File: config.mk
export PLATFORM = sky130hd
export DESIGN_NAME = level_sequencer_flat
export DESIGN_NICKNAME = d
export VERILOG_FILES = /design/src/rtl/level_sequencer_pkg.sv /design/src/rtl/level_sequencer_if.sv /design/src/rtl/level_sequencer_dwell_timer.sv /design/src/rtl/level_sequencer.sv /design/src/flat_wrapper.sv
export SDC_FILE = /design/constraint.sdc
export NUM_CORES = 1
export LEC_CHECK = 0
export BUFFER_PORTS_ARGS = -buffer_cell sky130_fd_sc_hd__buf_4
export CAP_MARGIN = 15
export CELL_PAD_IN_SITES_DETAIL_PLACEMENT = 0
export CELL_PAD_IN_SITES_GLOBAL_PLACEMENT = 1
export CORE_AREA = 2 2 62 64
export DETAILED_ROUTE_END_ITERATION = 10
export DIE_AREA = 0 0 64 66
export GPL_ROUTABILITY_DRIVEN = 1
export PLACE_DENSITY = 0.6
export SLEW_MARGIN = 10
export SYNTH_ARGS = -nofsm -noshare
export SYNTH_HDL_FRONTEND = slang
export SYNTH_SLANG_ARGS = --single-unit
File: constraint.sdc
create_clock -name clk -period 2.8 [get_ports clk]
set_clock_uncertainty 0.05 [all_clocks]
set_input_delay 0.14 -clock clk [delete_from_list [all_inputs] [get_ports clk]]
set_output_delay 0.14 -clock clk [all_outputs]
set_load 0.02 [all_outputs]
File: src/rtl/level_sequencer_pkg.sv
// Shared types and default sizing for the level sequencer.
// State encoding is fixed so waveforms read the same across builds.
package level_seq_pkg;

  typedef enum logic [1:0] {
    S_IDLE  = 2'b00,
    S_MOVE  = 2'b01,
    S_DWELL = 2'b10,
    S_DONE  = 2'b11
  } seq_state_t;

  localparam int DEF_LEVEL_W = 2;
  localparam int DEF_DWELL_W = 4;

endpackage

File: src/rtl/level_sequencer_if.sv
// Request/status bundle between a requester (master) and the sequencer (slave).
interface level_sequencer_if #(
  parameter int LEVEL_W = 2,
  parameter int DWELL_W = 4
);
  logic               req_valid;
  logic               req_ready;
  logic [LEVEL_W-1:0] req_level;
  logic [DWELL_W-1:0] req_dwell;
  logic               abort;
  logic [LEVEL_W-1:0] level;
  logic               step_up;
  logic               step_dn;
  logic               busy;
  logic               done;

  modport master (
    output req_valid, req_level, req_dwell, abort,
    input  req_ready, level, step_up, step_dn, busy, done
  );

  modport slave (
    input  req_valid, req_level, req_dwell, abort,
    output req_ready, level, step_up, step_dn, busy, done
  );
endinterface

File: src/rtl/level_sequencer_dwell_timer.sv
// Loadable down-counter that times the idle gap between level steps.
// Counts down while enabled and parks at zero.
module dwell_timer #(
  parameter int DWELL_W = 4
) (
  input  logic               clk,
  input  logic               reset_n,
  input  logic               load,
  input  logic [DWELL_W-1:0] load_val,
  input  logic               en,
  output logic               zero
);
  logic [DWELL_W-1:0] cnt_q;
  logic [DWELL_W-1:0] cnt_d;

  always_comb begin
    cnt_d = cnt_q;
    if (load) begin
      cnt_d = load_val;
    end else if (en && (cnt_q != '0)) begin
      cnt_d = cnt_q - DWELL_W'(1);
    end
  end

  always_ff @(posedge clk or negedge reset_n) begin
    if (!reset_n) begin
      cnt_q <= '0;
    end else begin
      cnt_q <= cnt_d;
    end
  end

  assign zero = (cnt_q == '0);
endmodule

File: src/rtl/level_sequencer.sv
// Walks a saturating level one step at a time toward a requested target,
// with a programmable dwell between steps and a one-cycle done pulse.
module level_sequencer
  import level_seq_pkg::*;
#(
  parameter int LEVEL_W = DEF_LEVEL_W,
  parameter int DWELL_W = DEF_DWELL_W
) (
  input logic               clk,
  input logic               reset_n,
  level_sequencer_if.slave  bus
);
  seq_state_t         state_q, state_d;
  logic [LEVEL_W-1:0] level_q, level_d;
  logic [LEVEL_W-1:0] target_q, target_d;
  logic [DWELL_W-1:0] dwell_cfg_q, dwell_cfg_d;

  logic               tmr_load;
  logic               tmr_en;
  logic               tmr_zero;
  logic [DWELL_W-1:0] tmr_val;
  logic               go_up;
  logic               go_dn;
  logic               in_move;

  assign go_up   = (target_q > level_q);
  assign go_dn   = (target_q < level_q);
  assign in_move = (state_q == S_MOVE);
  assign tmr_val = dwell_cfg_q - DWELL_W'(1);

  dwell_timer #(.DWELL_W(DWELL_W)) u_dwell_timer (
    .clk      (clk),
    .reset_n  (reset_n),
    .load     (tmr_load),
    .load_val (tmr_val),
    .en       (tmr_en),
    .zero     (tmr_zero)
  );

  always_comb begin
    state_d     = state_q;
    level_d     = level_q;
    target_d    = target_q;
    dwell_cfg_d = dwell_cfg_q;
    tmr_load    = 1'b0;
    tmr_en      = 1'b0;
    unique case (state_q)
      S_IDLE: begin
        if (bus.req_valid) begin
          target_d    = bus.req_level;
          dwell_cfg_d = bus.req_dwell;
          state_d     = (bus.req_level == level_q) ? S_DONE : S_MOVE;
        end
      end
      S_MOVE: begin
        // Abort suppresses the step entirely: level holds, no done pulse.
        if (bus.abort) begin
          state_d = S_IDLE;
        end else begin
          level_d = go_up ? level_q + LEVEL_W'(1) : level_q - LEVEL_W'(1);
          if (level_d == target_q) begin
            state_d = S_DONE;
          end else if (dwell_cfg_q != '0) begin
            state_d  = S_DWELL;
            tmr_load = 1'b1;
          end else begin
            state_d = S_MOVE;
          end
        end
      end
      S_DWELL: begin
        if (bus.abort) begin
          state_d = S_IDLE;
        end else if (tmr_zero) begin
          state_d = S_MOVE;
        end else begin
          tmr_en = 1'b1;
        end
      end
      S_DONE: begin
        state_d = S_IDLE;
      end
      default: begin
        state_d = S_IDLE;
      end
    endcase
  end

  always_ff @(posedge clk or negedge reset_n) begin
    if (!reset_n) begin
      state_q     <= S_IDLE;
      level_q     <= '0;
      target_q    <= '0;
      dwell_cfg_q <= '0;
    end else begin
      state_q     <= state_d;
      level_q     <= level_d;
      target_q    <= target_d;
      dwell_cfg_q <= dwell_cfg_d;
    end
  end

  assign bus.req_ready = (state_q == S_IDLE);
  assign bus.level     = level_q;
  assign bus.step_up   = in_move && go_up && !bus.abort;
  assign bus.step_dn   = in_move && go_dn && !bus.abort;
  assign bus.busy      = (state_q == S_MOVE) || (state_q == S_DWELL);
  assign bus.done      = (state_q == S_DONE);
endmodule

File: src/flat_wrapper.sv
// flat-port wrapper written by rule: the top's interface ports become plain ports
module level_sequencer_flat import level_seq_pkg::*;
#(
  parameter int LEVEL_W = DEF_LEVEL_W,
  parameter int DWELL_W = DEF_DWELL_W
)
  (clk, reset_n, bus_req_valid, bus_req_level, bus_req_dwell, bus_abort, bus_req_ready, bus_level, bus_step_up, bus_step_dn, bus_busy, bus_done);
  level_sequencer_if #(.LEVEL_W(LEVEL_W), .DWELL_W(DWELL_W)) bus_i ();
  input logic clk;
  input logic reset_n;
  input wire logic [$bits(bus_i.req_valid)-1:0] bus_req_valid;
  input wire logic [$bits(bus_i.req_level)-1:0] bus_req_level;
  input wire logic [$bits(bus_i.req_dwell)-1:0] bus_req_dwell;
  input wire logic [$bits(bus_i.abort)-1:0] bus_abort;
  output wire logic [$bits(bus_i.req_ready)-1:0] bus_req_ready;
  output wire logic [$bits(bus_i.level)-1:0] bus_level;
  output wire logic [$bits(bus_i.step_up)-1:0] bus_step_up;
  output wire logic [$bits(bus_i.step_dn)-1:0] bus_step_dn;
  output wire logic [$bits(bus_i.busy)-1:0] bus_busy;
  output wire logic [$bits(bus_i.done)-1:0] bus_done;
  assign bus_i.req_valid = bus_req_valid;
  assign bus_i.req_level = bus_req_level;
  assign bus_i.req_dwell = bus_req_dwell;
  assign bus_i.abort = bus_abort;
  assign bus_req_ready = bus_i.req_ready;
  assign bus_level = bus_i.level;
  assign bus_step_up = bus_i.step_up;
  assign bus_step_dn = bus_i.step_dn;
  assign bus_busy = bus_i.busy;
  assign bus_done = bus_i.done;
  level_sequencer #(.LEVEL_W(LEVEL_W), .DWELL_W(DWELL_W)) u_core (.clk(clk), .reset_n(reset_n), .bus(bus_i));
endmodule
==> impl_table.tex, run 1 <==
\begin{tabular}{lr}
\hline
Metric & Value \\
\hline
\multicolumn{2}{l}{\textbf{Worst setup path}} \\
\quad Cells along the critical path & inv\_1 > ha\_1 > nor2b\_1 > or3\_1 > a21o\_1 > nand2\_2 > mux2i\_1 > ha\_1 > nand2\_1 > xor2\_1 > mux2i\_1 \\
\quad Required arrival time at the worst endpoint & 2.95 ns \\
\quad Nature of the critical path startpoint & flop \\
\quad R2R depth & 11 \\
\quad Worst Setup End Kind & flop \\
\quad Data arrival at the endpoint of the critical path & 2.70 ns \\
\quad Critical Path Max Stage Delay & 0.42 ns \\
\quad Worst path bufs/invs & 1 \\
\quad Crit path kind & flop to flop \\
\quad R2R Path Start & u\_core.bus.level[1] \\
\quad FF-to-FF setup slack & 0.25 ns \\
\quad Top fanout value on the critical path & 5 \\
\quad Crit Reg-Reg Endpoint & u\_core.u\_dwell\_timer.cnt\_q[2] \\
\quad Top delay family on crit path & simple AND/OR/NAND/NOR gates \\
\quad Cell with the largest stage delay on the worst path & sky130\_fd\_sc\_hd\_\_dfrtp\_1 \\
\multicolumn{2}{l}{\textbf{Pwr}} \\
\quad VDD IR-drop max & 251 uV \\
\quad Pleak & 0.527 nW \\
\quad Power density over cell area & approximately 1200 nW/um\^{}2 \\
\quad Total chip power & 0.00133 W \\
\multicolumn{2}{l}{\textbf{Worst hold path}} \\
\quad Worst min path class & input pin to flop \\
\quad Worst Hold End & u\_core.dwell\_cfg\_q[2] \\
\quad Source of the worst hold timing path & bus\_req\_dwell[2] \\
\quad Number of stages on the worst hold path & 2 \\
\multicolumn{2}{l}{\textbf{Timing}} \\
\quad Final count of negative-setup-slack endpoints & 0 \\
\quad Worst slew margin & 0.630 \\
\quad Final setup TNS & 0 ns \\
\quad Final critical-path required period & 2.55 ns \\
\quad Crit share post-route & 0.911 \\
\quad Highest clock frequency the design can meet & 0.392 GHz \\
\quad Worst-Margin Slew & between 0.5 and 0.6 ns \\
\quad Setup repair after global routing missed its margin & false \\
\quad Final max-slew violation count & 0 \\
\quad Number of failing hold endpoints at the final stage & 0 \\
\quad Worst Setup Slack, final & 0.250 ns \\
\multicolumn{2}{l}{\textbf{Clock tree}} \\
\quad Setup bufs post-CTS & 0 \\
\quad Number of H-tree levels & 1 \\
\quad Clk\_lat worst skew & 0.28 ns \\
\quad Number of sinks handled by clock tree synthesis & 14 \\
\quad Clock Root Buffer & sky130\_fd\_sc\_hd\_\_clkbuf\_4 \\
\quad Max Root-Sink Buffers & 2 \\
\quad CTS tree & built \\
\quad Clock edge transition at the registers on the reported setup and hold paths & 0.09 ns \\
\quad Number of buffers created by CTS & 3 \\
\multicolumn{2}{l}{\textbf{Global routing}} \\
\quad Number of antenna violations at the first check in global routing & 0 \\
\quad Wire length of the first global-routing pass & approximately 2900 um \\
\quad Maximum number of pins on one net before global-route repair & 15 \\
\quad Overflow after GRT & 0 \\
\quad Tot GR Track Use & 0.0896 \\
\quad Via count of the first global-routing pass & 641 \\
\multicolumn{2}{l}{\textbf{Finish}} \\
\quad Number of fillers in the final layout & 378 \\
\quad Number of diodes & 0 \\
\quad Fraction of layout instances using a drive strength above 1 & 0.284 \\
\quad Number of nets at the end of the flow & 120 \\
\quad Share of the core filled with cells & 0.307 \\
\quad Area growth, synth to finish & 26.3\% \\
\multicolumn{2}{l}{\textbf{Synthesis}} \\
\quad Synthesized area & 862 sq um \\
\quad Mean Syn Cell Area & about 11 sq um \\
\quad Async S/R FF share, synth & 1.00 \\
\quad Gate count of the mapped netlist & 81 \\
\quad Syn Nets & 98 \\
\quad EDFF count, synth & 0 \\
\quad Register bit total from synthesis & 14 \\
\quad Warnings, synthesis & 0 \\
\quad Sequential cell area fraction in the yosys report & 0.406 \\
\quad Distinct cell type count of the synthesized netlist & 25 \\
\quad Dominant register cell in the synthesized netlist & sky130\_fd\_sc\_hd\_\_dfrtp\_1 \\
\multicolumn{2}{l}{\textbf{Routing}} \\
\quad Routed WL per cell & 11.1 um \\
\quad Final routed DRC violation total & 0 \\
\quad Routed WL & 1660 um \\
\quad Vias per cell & 4.17 \\
\quad 1st-pass router iterations & 4 \\
\quad Residual antenna-violating net count after detailed routing & 0 \\
\quad Number of vias in the routed layout & around 630 \\
\quad Number of design-rule violations left by the first detailed-router iteration & 12 \\
\multicolumn{2}{l}{\textbf{Place}} \\
\quad Pre-CTS worst setup slack & 0.270 ns \\
\quad RD Place Congestion & 0.768 \\
\quad Total half-perimeter wirelength after legalization and detailed placement & 1370 um \\
\quad Number of buffers added on ports & 16 \\
\multicolumn{2}{l}{\textbf{Die}} \\
\quad Chip Width & approximately 64 um \\
\quad Starting density of the core & 0.243 \\
\quad Die area & 4220 sq um \\
\quad Placeable core region & 3550 sq um \\
\quad Die Height & 66 um \\
\quad Count of pins on the block boundary & 17 \\
\quad Number of placement rows & 22 \\
\multicolumn{2}{l}{\textbf{Run status}} \\
\quad Outcome & finished clean \\
\multicolumn{2}{l}{\textbf{Job}} \\
\quad MaxCap Viol Count & 0 \\
\hline
\end{tabular}
==> stage by stage <==
stage | area (sq um) | instances | hold slack [ns]
2_1_floorplan | 862 | 81 | -0.206
3_3_place_gp | 1040 | 145 | -0.0480
3_5_place_dp | 1040 | 145 | -0.0449
4_1_cts | 1090 | 150 | 0.0339
5_1_grt | 1090 | 150 | 0.0310
6_report | 1090 | 150 | 0.0461
==> placed cells by master (no fill, tap or decap), types with 2 or more instances in the layout <==
cell and n:
sky130_fd_sc_hd__inv_1 6, sky130_fd_sc_hd__buf_4 17, sky130_fd_sc_hd__a21oi_1 4, sky130_fd_sc_hd__o21ai_0 3, sky130_fd_sc_hd__dfrtp_1 14, sky130_fd_sc_hd__mux2_2 6, sky130_fd_sc_hd__xnor2_1 5, sky130_fd_sc_hd__nor2_1 7
sky130_fd_sc_hd__clkbuf_4 3, sky130_fd_sc_hd__nand2_1 3, sky130_fd_sc_hd__nand2b_1 2, sky130_fd_sc_hd__ha_1 7, sky130_fd_sc_hd__nor3_1 2, sky130_fd_sc_hd__nor4_1 2, sky130_fd_sc_hd__mux2i_1 6, sky130_fd_sc_hd__xor2_1 3
==> final cells by class <==
class                      count  area [sq um]  area share
clock buffer                   4          36.3      0.0333
tap                           48          60.1      0.0552
timing repair buffer          18           138       0.126
multi-input combinational     60           482       0.443
inverter                       6          22.5      0.0207
sequential                    14           350       0.322
==> routing by layer <==
metal | part of all wire | vias up | wire length, um | GRT usage
li1 | - | 325 | - | -
met1 | 0.47 | 290 | 774 | 0.111
met2 | 0.48 | 8 | 805 | 0.142
met3 | 0.027 | 2 | 45 | 0.0170
met4 | 0.020 | 0 | 34 | 0.0571
met5 | 0 | - | 0 | 0
==> where the power goes <==
group / switching, W / leakage, nW / internal, W
Sequential: 0.000100 / 0.167 / 0.000308
Clock: 0.0000664 / 0.0210 / 0.0000789
Combinational: 0.000386 / 0.339 / 0.000389
==> logic make-up after synthesis <==
logic type	after synthesis	share of synthesized area
simple gates	19	0.106
flops	14	0.406
compound gates	13	0.0958
mux	12	0.148
xor+xnor	9	0.107
buf+inv	7	0.0348
fa+ha+maj	7	0.102
==> cell usage after synthesis, types with 2 or more instances <==
cell	instances	share of area
sky130_fd_sc_hd__dfrtp_1	14	0.41
sky130_fd_sc_hd__ha_1	7	0.10
sky130_fd_sc_hd__nor2_1	7	0.030
sky130_fd_sc_hd__inv_1	6	0.026
sky130_fd_sc_hd__mux2_2	6	0.078
sky130_fd_sc_hd__mux2i_1	6	0.070
sky130_fd_sc_hd__xnor2_1	5	0.051
sky130_fd_sc_hd__a21oi_1	4	0.023
sky130_fd_sc_hd__nand2_1	3	0.013
sky130_fd_sc_hd__o21ai_0	3	0.017
sky130_fd_sc_hd__xor2_1	3	0.030
sky130_fd_sc_hd__nand2b_1	2	0.015
sky130_fd_sc_hd__nor3_1	2	0.012
sky130_fd_sc_hd__nor4_1	2	0.015
==> sequential cells by signal, indices dropped and copies added (netlist names) <==
register / cells
u_core.u_dwell_timer.cnt_q: 4
u_core.target_q: 2
u_core.dwell_cfg_q: 4
u_core.state_q: 2
u_core.bus.level: 2
==> repair_timing <==
item                      4_1_cts  5_1_grt
hold buffers                    1        0
gates resized for setup         0        0
hold endpoints to repair       14        0
==> how the worst max path moves through the flow <==
stage                             start                            end  slack [ns]  cells after the start
floorplan           u_core.bus.level[1]  u_core.u_dwell_timer.cnt_q[2]        0.30                     11
global placement    u_core.bus.level[1]  u_core.u_dwell_timer.cnt_q[2]        0.33                     11
detailed placement  u_core.bus.level[1]  u_core.u_dwell_timer.cnt_q[2]        0.27                     11
CTS                 u_core.bus.level[1]  u_core.u_dwell_timer.cnt_q[2]        0.24                     11
global route        u_core.bus.level[1]  u_core.u_dwell_timer.cnt_q[2]        0.05                     11
finish              u_core.bus.level[1]  u_core.u_dwell_timer.cnt_q[2]        0.25                     11
Power figures use the tool's default switching activity.
==> run 2: changes to the inputs <==
--- a/config.mk
+++ b/config.mk
@@ -7,13 +7,13 @@
 export LEC_CHECK = 0
 export BUFFER_PORTS_ARGS = -buffer_cell sky130_fd_sc_hd__buf_4
 export CAP_MARGIN = 15
-export CELL_PAD_IN_SITES_DETAIL_PLACEMENT = 0
-export CELL_PAD_IN_SITES_GLOBAL_PLACEMENT = 1
+export CELL_PAD_IN_SITES_DETAIL_PLACEMENT = 2
+export CELL_PAD_IN_SITES_GLOBAL_PLACEMENT = 2
 export CORE_AREA = 2 2 62 64
 export DETAILED_ROUTE_END_ITERATION = 10
 export DIE_AREA = 0 0 64 66
 export GPL_ROUTABILITY_DRIVEN = 1
-export PLACE_DENSITY = 0.6
+export PLACE_DENSITY = 0.69
 export SLEW_MARGIN = 10
 export SYNTH_ARGS = -nofsm -noshare
 export SYNTH_HDL_FRONTEND = slang
==> run 2 against run 1 <==
  * Flip-flop and latch count is the same
  * Non-clock buffer count grew 1
  * Critical endpoint unchanged
  * Critical path type unchanged
  * Sequential share of layout area shrank 0.55 points
  * Fmax shrank 4.2%
==> impl_table.tex, run 2 (synthesis results as in run 1) <==
\begin{tabular}{lr}
\hline
Metric & Value \\
\hline
\multicolumn{2}{l}{\textbf{Run status}} \\
\quad Outcome & finished clean \\
\multicolumn{2}{l}{\textbf{Die}} \\
\quad Count of pins on the block boundary & 17 \\
\quad Placeable core region & 3550 sq um \\
\quad Number of placement rows & 22 \\
\quad Die area & 4220 sq um \\
\quad Starting density of the core & 0.243 \\
\quad Die Height & about 66 um \\
\quad Chip Width & 64 um \\
\multicolumn{2}{l}{\textbf{Finish}} \\
\quad Total area of sequential cells & 350 sq um \\
\quad Number of nets at the end of the flow & 121 \\
\quad Number of diodes & 0 \\
\quad Most common library cell in the layout ignoring fill and taps & sky130\_fd\_sc\_hd\_\_buf\_4 \\
\quad Cell area after layout & roughly 1100 sq um \\
\quad Fraction of layout instances using a drive strength above 1 & 0.311 \\
\quad Registers with the most flip-flops & u\_core.dwell\_cfg\_q x4, u\_core.u\_dwell\_timer.cnt\_q x4 \\
\quad Area growth, synth to finish & 28.4\% \\
\quad Most used cells in the layout excluding fill and tap cells & sky130\_fd\_sc\_hd\_\_buf\_4, sky130\_fd\_sc\_hd\_\_dfrtp\_1, sky130\_fd\_sc\_hd\_\_nor2\_1 \\
\quad Number of fillers in the final layout & 379 \\
\quad Total area of multi-input combinational cells & 493 sq um \\
\multicolumn{2}{l}{\textbf{Timing}} \\
\quad Minimum hold slack & 0.0246 ns \\
\quad Worst slew margin & 0.642 \\
\quad Final critical-path required period & 2.66 ns \\
\quad Crit share post-route & 0.950 \\
\quad Worst-Margin Slew & 0.532 ns \\
\quad Final max-slew violation count & 0 \\
\quad Number of failing hold endpoints at the final stage & 0 \\
\quad Highest clock frequency the design can meet & about 0.38 GHz \\
\quad Final count of negative-setup-slack endpoints & 0 \\
\multicolumn{2}{l}{\textbf{Clock tree}} \\
\quad Clock edge transition at the registers on the reported setup and hold paths & 0.11 ns \\
\quad Number of H-tree levels & 1 \\
\quad Number of buffers created by CTS & 3 \\
\quad Clock Root Buffer & sky130\_fd\_sc\_hd\_\_clkbuf\_4 \\
\quad Clk\_lat worst skew & 0.30 ns \\
\quad Number of sinks handled by clock tree synthesis & 14 \\
\quad Max Root-Sink Buffers & 2 \\
\quad CTS tree & built \\
\multicolumn{2}{l}{\textbf{Pwr}} \\
\quad Pleak & around 0.53 nW \\
\quad VDD IR-drop max & 328 uV \\
\quad Internal portion of total power & 0.000798 W \\
\quad Part of the power in the clock network & 0.112 \\
\quad Switching power summed over all nets & approximately 0.00063 W \\
\quad Power density over cell area & 1290 nW/um\^{}2 \\
\quad Sw Share & 0.440 \\
\quad Portion of total power attributed to combinational logic & 0.595 \\
\quad Sequential group share of total power & 0.293 \\
\multicolumn{2}{l}{\textbf{Worst hold path}} \\
\quad Worst min path class & input pin to flop \\
\quad Worst Hold End & u\_core.dwell\_cfg\_q[3] \\
\quad Number of stages on the worst hold path & 2 \\
\quad Source of the worst hold timing path & bus\_req\_dwell[3] \\
\multicolumn{2}{l}{\textbf{Routing}} \\
\quad Length of routed wiring on met1 & 937 um \\
\quad Vias per cell & 4.58 \\
\quad Final routed DRC violation total & 0 \\
\quad Routed WL & 2210 um \\
\quad Number of vias in the routed layout & 691 \\
\quad 1st-pass router iterations & 4 \\
\quad Met3 routed wirelength & roughly 60 um \\
\quad Met2 wire length & 1160 um \\
\quad Residual antenna-violating net count after detailed routing & 0 \\
\quad Routed WL per cell & 14.7 um \\
\quad Number of design-rule violations left by the first detailed-router iteration & 11 \\
\quad Uppermost layer routed & met4 \\
\multicolumn{2}{l}{\textbf{Worst setup path}} \\
\quad Required arrival time at the worst endpoint & around 3.0 ns \\
\quad Top fanout value on the critical path & 5 \\
\quad R2R depth & 11 \\
\quad R2R Path Start & u\_core.bus.level[1] \\
\quad Worst Setup End Kind & flop \\
\quad Data arrival at the endpoint of the critical path & between 2 and 3 ns \\
\quad Crit Reg-Reg Endpoint & u\_core.u\_dwell\_timer.cnt\_q[2] \\
\quad Nature of the critical path startpoint & flop \\
\quad FF-to-FF setup slack & 0.14 ns \\
\quad Crit path kind & flop to flop \\
\multicolumn{2}{l}{\textbf{Global routing}} \\
\quad Overflow after GRT & 0 \\
\quad Number of antenna violations at the first check in global routing & 0 \\
\quad Tot GR Track Use & 0.115 \\
\quad Maximum number of pins on one net before global-route repair & 15 \\
\quad Wire length of the first global-routing pass & 3570 um \\
\quad Via count of the first global-routing pass & 716 \\
\multicolumn{2}{l}{\textbf{Place}} \\
\quad Cell area after placement & 1040 sq um \\
\quad RD Place Congestion & 0.782 \\
\quad Total half-perimeter wirelength after legalization and detailed placement & between 1500 and 2000 um \\
\quad Number of buffers added on ports & 16 \\
\multicolumn{2}{l}{\textbf{Job}} \\
\quad MaxCap Viol Count & 0 \\
\hline
\end{tabular}
-- run 2: final cells by class --
type,instances,area share
clock buffer,4,0.0328
inverter,6,0.0203
tap,48,0.0542
sequential,14,0.316
multi-input combinational,60,0.445
timing repair buffer,19,0.131
-- run 2: metrics by stage --
| step | setup slack (ns) | cells | total power (W) | setup TNS, ns | util |
|---|---|---|---|---|---|
| after CTS | 0.131 | 150 | 0.00141 | 0 | 0.307 |
| after global routing | -0.0361 | 151 | 0.00155 | -0.0361 | 0.312 |
| after global placement | 0.338 | 145 | 0.00119 | 0 | 0.294 |
| after detailed placement | 0.174 | 145 | 0.00123 | 0 | 0.294 |
| final | 0.139 | 151 | 0.00142 | 0 | 0.312 |
| after floorplan | 0.300 | 81 | 0.000998 | 0 | - |
-- run 2: how the worst max path moves through the flow --
stage	startpoint	to	slack [ns]	cells after the start
4_1_cts	u_core.bus.level[1]	u_core.u_dwell_timer.cnt_q[2]	0.13	11
6_report	u_core.bus.level[1]	u_core.u_dwell_timer.cnt_q[2]	0.14	11
3_5_place_dp	u_core.bus.level[1]	u_core.u_dwell_timer.cnt_q[2]	0.17	11
2_1_floorplan	u_core.bus.level[1]	u_core.u_dwell_timer.cnt_q[2]	0.30	11
3_3_place_gp	u_core.bus.level[1]	u_core.u_dwell_timer.cnt_q[2]	0.34	11
5_1_grt	u_core.bus.level[1]	u_core.u_dwell_timer.cnt_q[2]	-0.04	11
-- run 2: worst max-delay path, stage by stage (launching register included) --
cell                      delay [ns]
sky130_fd_sc_hd__dfrtp_1        0.41
sky130_fd_sc_hd__inv_1          0.10
sky130_fd_sc_hd__ha_1           0.32
sky130_fd_sc_hd__nor2b_1        0.16
sky130_fd_sc_hd__or3_1          0.31
sky130_fd_sc_hd__a21o_1         0.25
sky130_fd_sc_hd__nand2_4        0.12
sky130_fd_sc_hd__mux2i_1        0.25
sky130_fd_sc_hd__ha_2           0.24
sky130_fd_sc_hd__nand2_1        0.07
sky130_fd_sc_hd__xor2_1         0.16
sky130_fd_sc_hd__mux2i_1        0.13
-- run 2: what timing repair did --
| action | in CTS | in global routing |
|---|---|---|
| gates resized for setup | 0 | 3 |
| endpoints found under the hold margin | 14 | 0 |
| hold buffers | 1 | 0 |
| endpoints found under the setup margin | 0 | 1 |
| buffers inserted | 0 | 1 |
-- run 2: routing by layer --
metal,GRT usage,vias to the layer above
li1,-,324
met1,0.128,351
met2,0.207,12
met3,0.0170,4
met4,0.0652,0
met5,0,-
-- run 2: power groups by stage --
stage / combinational (W) / clock [W] / sequential [W]
after floorplan: 0.000592 / 0 / 0.000405
after global placement: 0.000781 / 0 / 0.000410
after detailed placement: 0.000817 / 0 / 0.000416
after CTS: 0.000833 / 0.000161 / 0.000414
after global routing: 0.000947 / 0.000171 / 0.000436
final: 0.000848 / 0.000159 / 0.000417
==> run 3: changes to the inputs <==
--- a/config.mk
+++ b/config.mk
@@ -13,7 +13,7 @@
 export DETAILED_ROUTE_END_ITERATION = 10
 export DIE_AREA = 0 0 64 66
 export GPL_ROUTABILITY_DRIVEN = 1
-export PLACE_DENSITY = 0.69
+export PLACE_DENSITY = 0.71
 export SLEW_MARGIN = 10
 export SYNTH_ARGS = -nofsm -noshare
 export SYNTH_HDL_FRONTEND = slang
==> constraint.sdc (replaced) <==
create_clock -name clk -period 2.3 [get_ports clk]
set_clock_uncertainty 0.05 [all_clocks]
set_input_delay 0.115 -clock clk [delete_from_list [all_inputs] [get_ports clk]]
set_output_delay 0.115 -clock clk [all_outputs]
set_load 0.02 [all_outputs]
==> run 3 against run 2 <==
  * The flow now finishes with violations (negative setup slack)
  * Flip-flop and latch count unchanged
  * Largest power group unchanged
  * Clock power increased by 14%
  * Critical path depth decreased by 2
  * Sequential power increased by 24%
  * Via count increased by 1.6%
  * Non-clock buffer count increased by 9
  * Cell count increased by 6.0%
  * Critical path type unchanged
  * Utilization increased by 2.4 points
  * Register-to-register slack got worse by 0.22 ns
  * Fmax increased by 12%
  * Combinational power increased by 44%
==> impl_table.tex, run 3 (synthesis results as in run 1) <==
\begin{tabular}{lr}
\hline
Metric & Value \\
\hline
\multicolumn{2}{l}{\textbf{Worst setup path}} \\
\quad Crit Reg-Reg Endpoint & u\_core.u\_dwell\_timer.cnt\_q[2] \\
\quad R2R Path Start & u\_core.bus.level[1] \\
\quad R2R depth & 9 \\
\quad CP startpoint & u\_core.bus.level[1] \\
\quad Termination of the worst setup path & u\_core.u\_dwell\_timer.cnt\_q[2] \\
\quad Nature of the critical path startpoint & flop \\
\quad FF-to-FF setup slack & -0.08 ns \\
\quad Top fanout value on the critical path & 3 \\
\quad Crit path kind & flop to flop \\
\quad Worst Setup End Kind & flop \\
\quad Required arrival time at the worst endpoint & 2.42 ns \\
\quad Data arrival at the endpoint of the critical path & 2.50 ns \\
\multicolumn{2}{l}{\textbf{Global routing}} \\
\quad GRT met3 Usage & 0.0119 \\
\quad Tot GR Track Use & 0.120 \\
\quad Wire length of the first global-routing pass & $\sim$3800 um \\
\quad GRT met2 Usage & 0.221 \\
\quad Most used routing layer in global routing & met2 \\
\quad Number of antenna violations at the first check in global routing & 0 \\
\quad Via count of the first global-routing pass & just under 800 \\
\quad Met1 layer usage reported by global route & 0.139 \\
\quad Maximum number of pins on one net before global-route repair & 15 \\
\quad Overflow after GRT & 0 \\
\multicolumn{2}{l}{\textbf{Die}} \\
\quad Die Height & 66 um \\
\quad Number of placement rows & 22 \\
\quad Starting density of the core & 0.243 \\
\quad Chip Width & between 60 and 70 um \\
\quad Count of pins on the block boundary & 17 \\
\quad Die area & 4220 sq um \\
\quad Placeable core region & 3550 sq um \\
\multicolumn{2}{l}{\textbf{Routing}} \\
\quad Vias per cell & approximately 4.4 \\
\quad Routed WL per cell & 14.2 um \\
\quad Routed WL & 2280 um \\
\quad Number of vias in the routed layout & 702 \\
\quad 1st-pass router iterations & 4 \\
\quad Final routed DRC violation total & 0 \\
\quad Number of design-rule violations left by the first detailed-router iteration & 18 \\
\quad Residual antenna-violating net count after detailed routing & 0 \\
\multicolumn{2}{l}{\textbf{Clock tree}} \\
\quad Clock Root Buffer & sky130\_fd\_sc\_hd\_\_clkbuf\_4 \\
\quad Clock edge transition at the registers on the reported setup and hold paths & roughly 0.090 ns \\
\quad Number of sinks handled by clock tree synthesis & 14 \\
\quad Number of buffers created by CTS & 3 \\
\quad Clk\_lat worst skew & 0.28 ns \\
\quad Number of H-tree levels & 1 \\
\quad CTS tree & built \\
\quad Max Root-Sink Buffers & 2 \\
\multicolumn{2}{l}{\textbf{Timing}} \\
\quad Final critical-path required period & 2.38 ns \\
\quad Number of failing hold endpoints at the final stage & 0 \\
\quad Worst-Margin Slew & 0.453 ns \\
\quad Setup repair after global routing missed its margin & true \\
\quad Highest clock frequency the design can meet & $\sim$0.42 GHz \\
\quad Final max-slew violation count & 0 \\
\quad Final count of negative-setup-slack endpoints & 1 \\
\quad Worst slew margin & 0.697 \\
\quad Worst Setup Slack, final & -0.0826 ns \\
\quad Crit share post-route & 1.04 \\
\multicolumn{2}{l}{\textbf{Finish}} \\
\quad Number of diodes & 0 \\
\quad Number of nets at the end of the flow & 130 \\
\quad Total area of multi-input combinational cells & 507 sq um \\
\quad Total area of sequential cells & $\sim$350 sq um \\
\quad Share of the core filled with cells & 0.336 \\
\quad Fraction of layout instances using a drive strength above 1 & 0.402 \\
\quad Registers with the most flip-flops & u\_core.dwell\_cfg\_q x4, u\_core.u\_dwell\_timer.cnt\_q x4 \\
\quad Most common library cell in the layout ignoring fill and taps & sky130\_fd\_sc\_hd\_\_buf\_4 \\
\quad Most used cells in the layout excluding fill and tap cells & sky130\_fd\_sc\_hd\_\_buf\_4, sky130\_fd\_sc\_hd\_\_dfrtp\_1, sky130\_fd\_sc\_hd\_\_nor2\_1 \\
\quad Area growth, synth to finish & 38.5\% \\
\quad Number of fillers in the final layout & 388 \\
\multicolumn{2}{l}{\textbf{Run status}} \\
\quad Violations in the final reports & negative setup slack \\
\quad Outcome & finished, violations left \\
\multicolumn{2}{l}{\textbf{Pwr}} \\
\quad VDD IR-drop max & 503 uV \\
\quad Pleak & roughly 0.57 nW \\
\quad Power density over cell area & between 1500 and 2000 nW/um\^{}2 \\
\quad Total chip power & 0.00192 W \\
\multicolumn{2}{l}{\textbf{Place}} \\
\quad RD Place Congestion & 0.766 \\
\quad Total half-perimeter wirelength after legalization and detailed placement & 1770 um \\
\quad Pre-CTS worst setup slack & -0.0875 ns \\
\quad Number of buffers added on ports & 16 \\
\multicolumn{2}{l}{\textbf{Worst hold path}} \\
\quad Worst min path class & input pin to flop \\
\multicolumn{2}{l}{\textbf{Job}} \\
\quad MaxCap Viol Count & 0 \\
\hline
\end{tabular}
[run 3: changes by cell type in the layout (fill, tap and decap cells not counted), sizes merged]
cell,previous run,this run
buf,18,26
dlygate4sd3,1,2
[run 3: worst min-delay path by stage]
stage                                 from                    end  cells past startpoint
after floorplan                    reset_n    u_core.bus.level[0]                      0
after global placement             reset_n      u_core.state_q[1]                      1
after detailed placement           reset_n      u_core.state_q[1]                      1
after CTS                 bus_req_dwell[2]  u_core.dwell_cfg_q[2]                      2
after global routing      bus_req_dwell[2]  u_core.dwell_cfg_q[2]                      2
final                     bus_req_dwell[2]  u_core.dwell_cfg_q[2]                      2
[run 3: power by group]
part	leakage [nW]	internal, W	switching [W]
Clock	0.0210	0.0000962	0.0000843
Combinational	0.388	0.000645	0.000573
Sequential	0.165	0.000378	0.000138
Total	0.574	0.00112	0.000796
[run 3: repair_timing]
action,CTS,global route
setup buffers,2,2
hold endpoints to repair,15,0
endpoints found under the setup margin,1,2
pin swaps,2,0
hold buffers,2,0
resized for setup,1,0
cloned,0,0
[run 3: critical path, cell delays in order (launching register included)]
cell                      delay, ns
sky130_fd_sc_hd__dfrtp_2       0.43
sky130_fd_sc_hd__xnor3_1       0.38
sky130_fd_sc_hd__or3_1         0.35
sky130_fd_sc_hd__a21o_1        0.20
sky130_fd_sc_hd__nand2_2       0.11
sky130_fd_sc_hd__mux2i_1       0.23
sky130_fd_sc_hd__ha_2          0.23
sky130_fd_sc_hd__nand2_2       0.05
sky130_fd_sc_hd__xor2_1        0.16
sky130_fd_sc_hd__mux2i_1       0.09
[run 3: per-stage QoR]
step / hold WS (ns) / cell area, sq um / TNS (ns) / std cells
6_report: 0.0157 / 1190 / -0.0826 / 160
5_1_grt: 0.00492 / 1190 / -0.250 / 160
4_1_cts: 0.00267 / 1180 / -0.0877 / 158
3_5_place_dp: -0.0707 / 1100 / -0.0875 / 150
3_3_place_gp: -0.0707 / 1100 / 0 / 150
2_1_floorplan: -0.231 / 891 / -0.0572 / 81
[run 3: layer usage]
| layer | up-vias | share of wire |
|---|---|---|
| li1 | 345 | - |
| met1 | 344 | 0.42 |
| met2 | 11 | 0.55 |
| met3 | 2 | 0.016 |
| met4 | 0 | 0.012 |
| met5 | - | 0 |
[run 3: cell type report]
| class | count | share of cell area |
|---|---|---|
| Clock buffer | 4 | 0.0304 |
| Timing Repair Buffer | 28 | 0.180 |
| Sequential cell | 14 | 0.296 |
| Tap cell | 48 | 0.0503 |
| Inverter | 6 | 0.0189 |
| Multi-Input combinational cell | 60 | 0.425 |
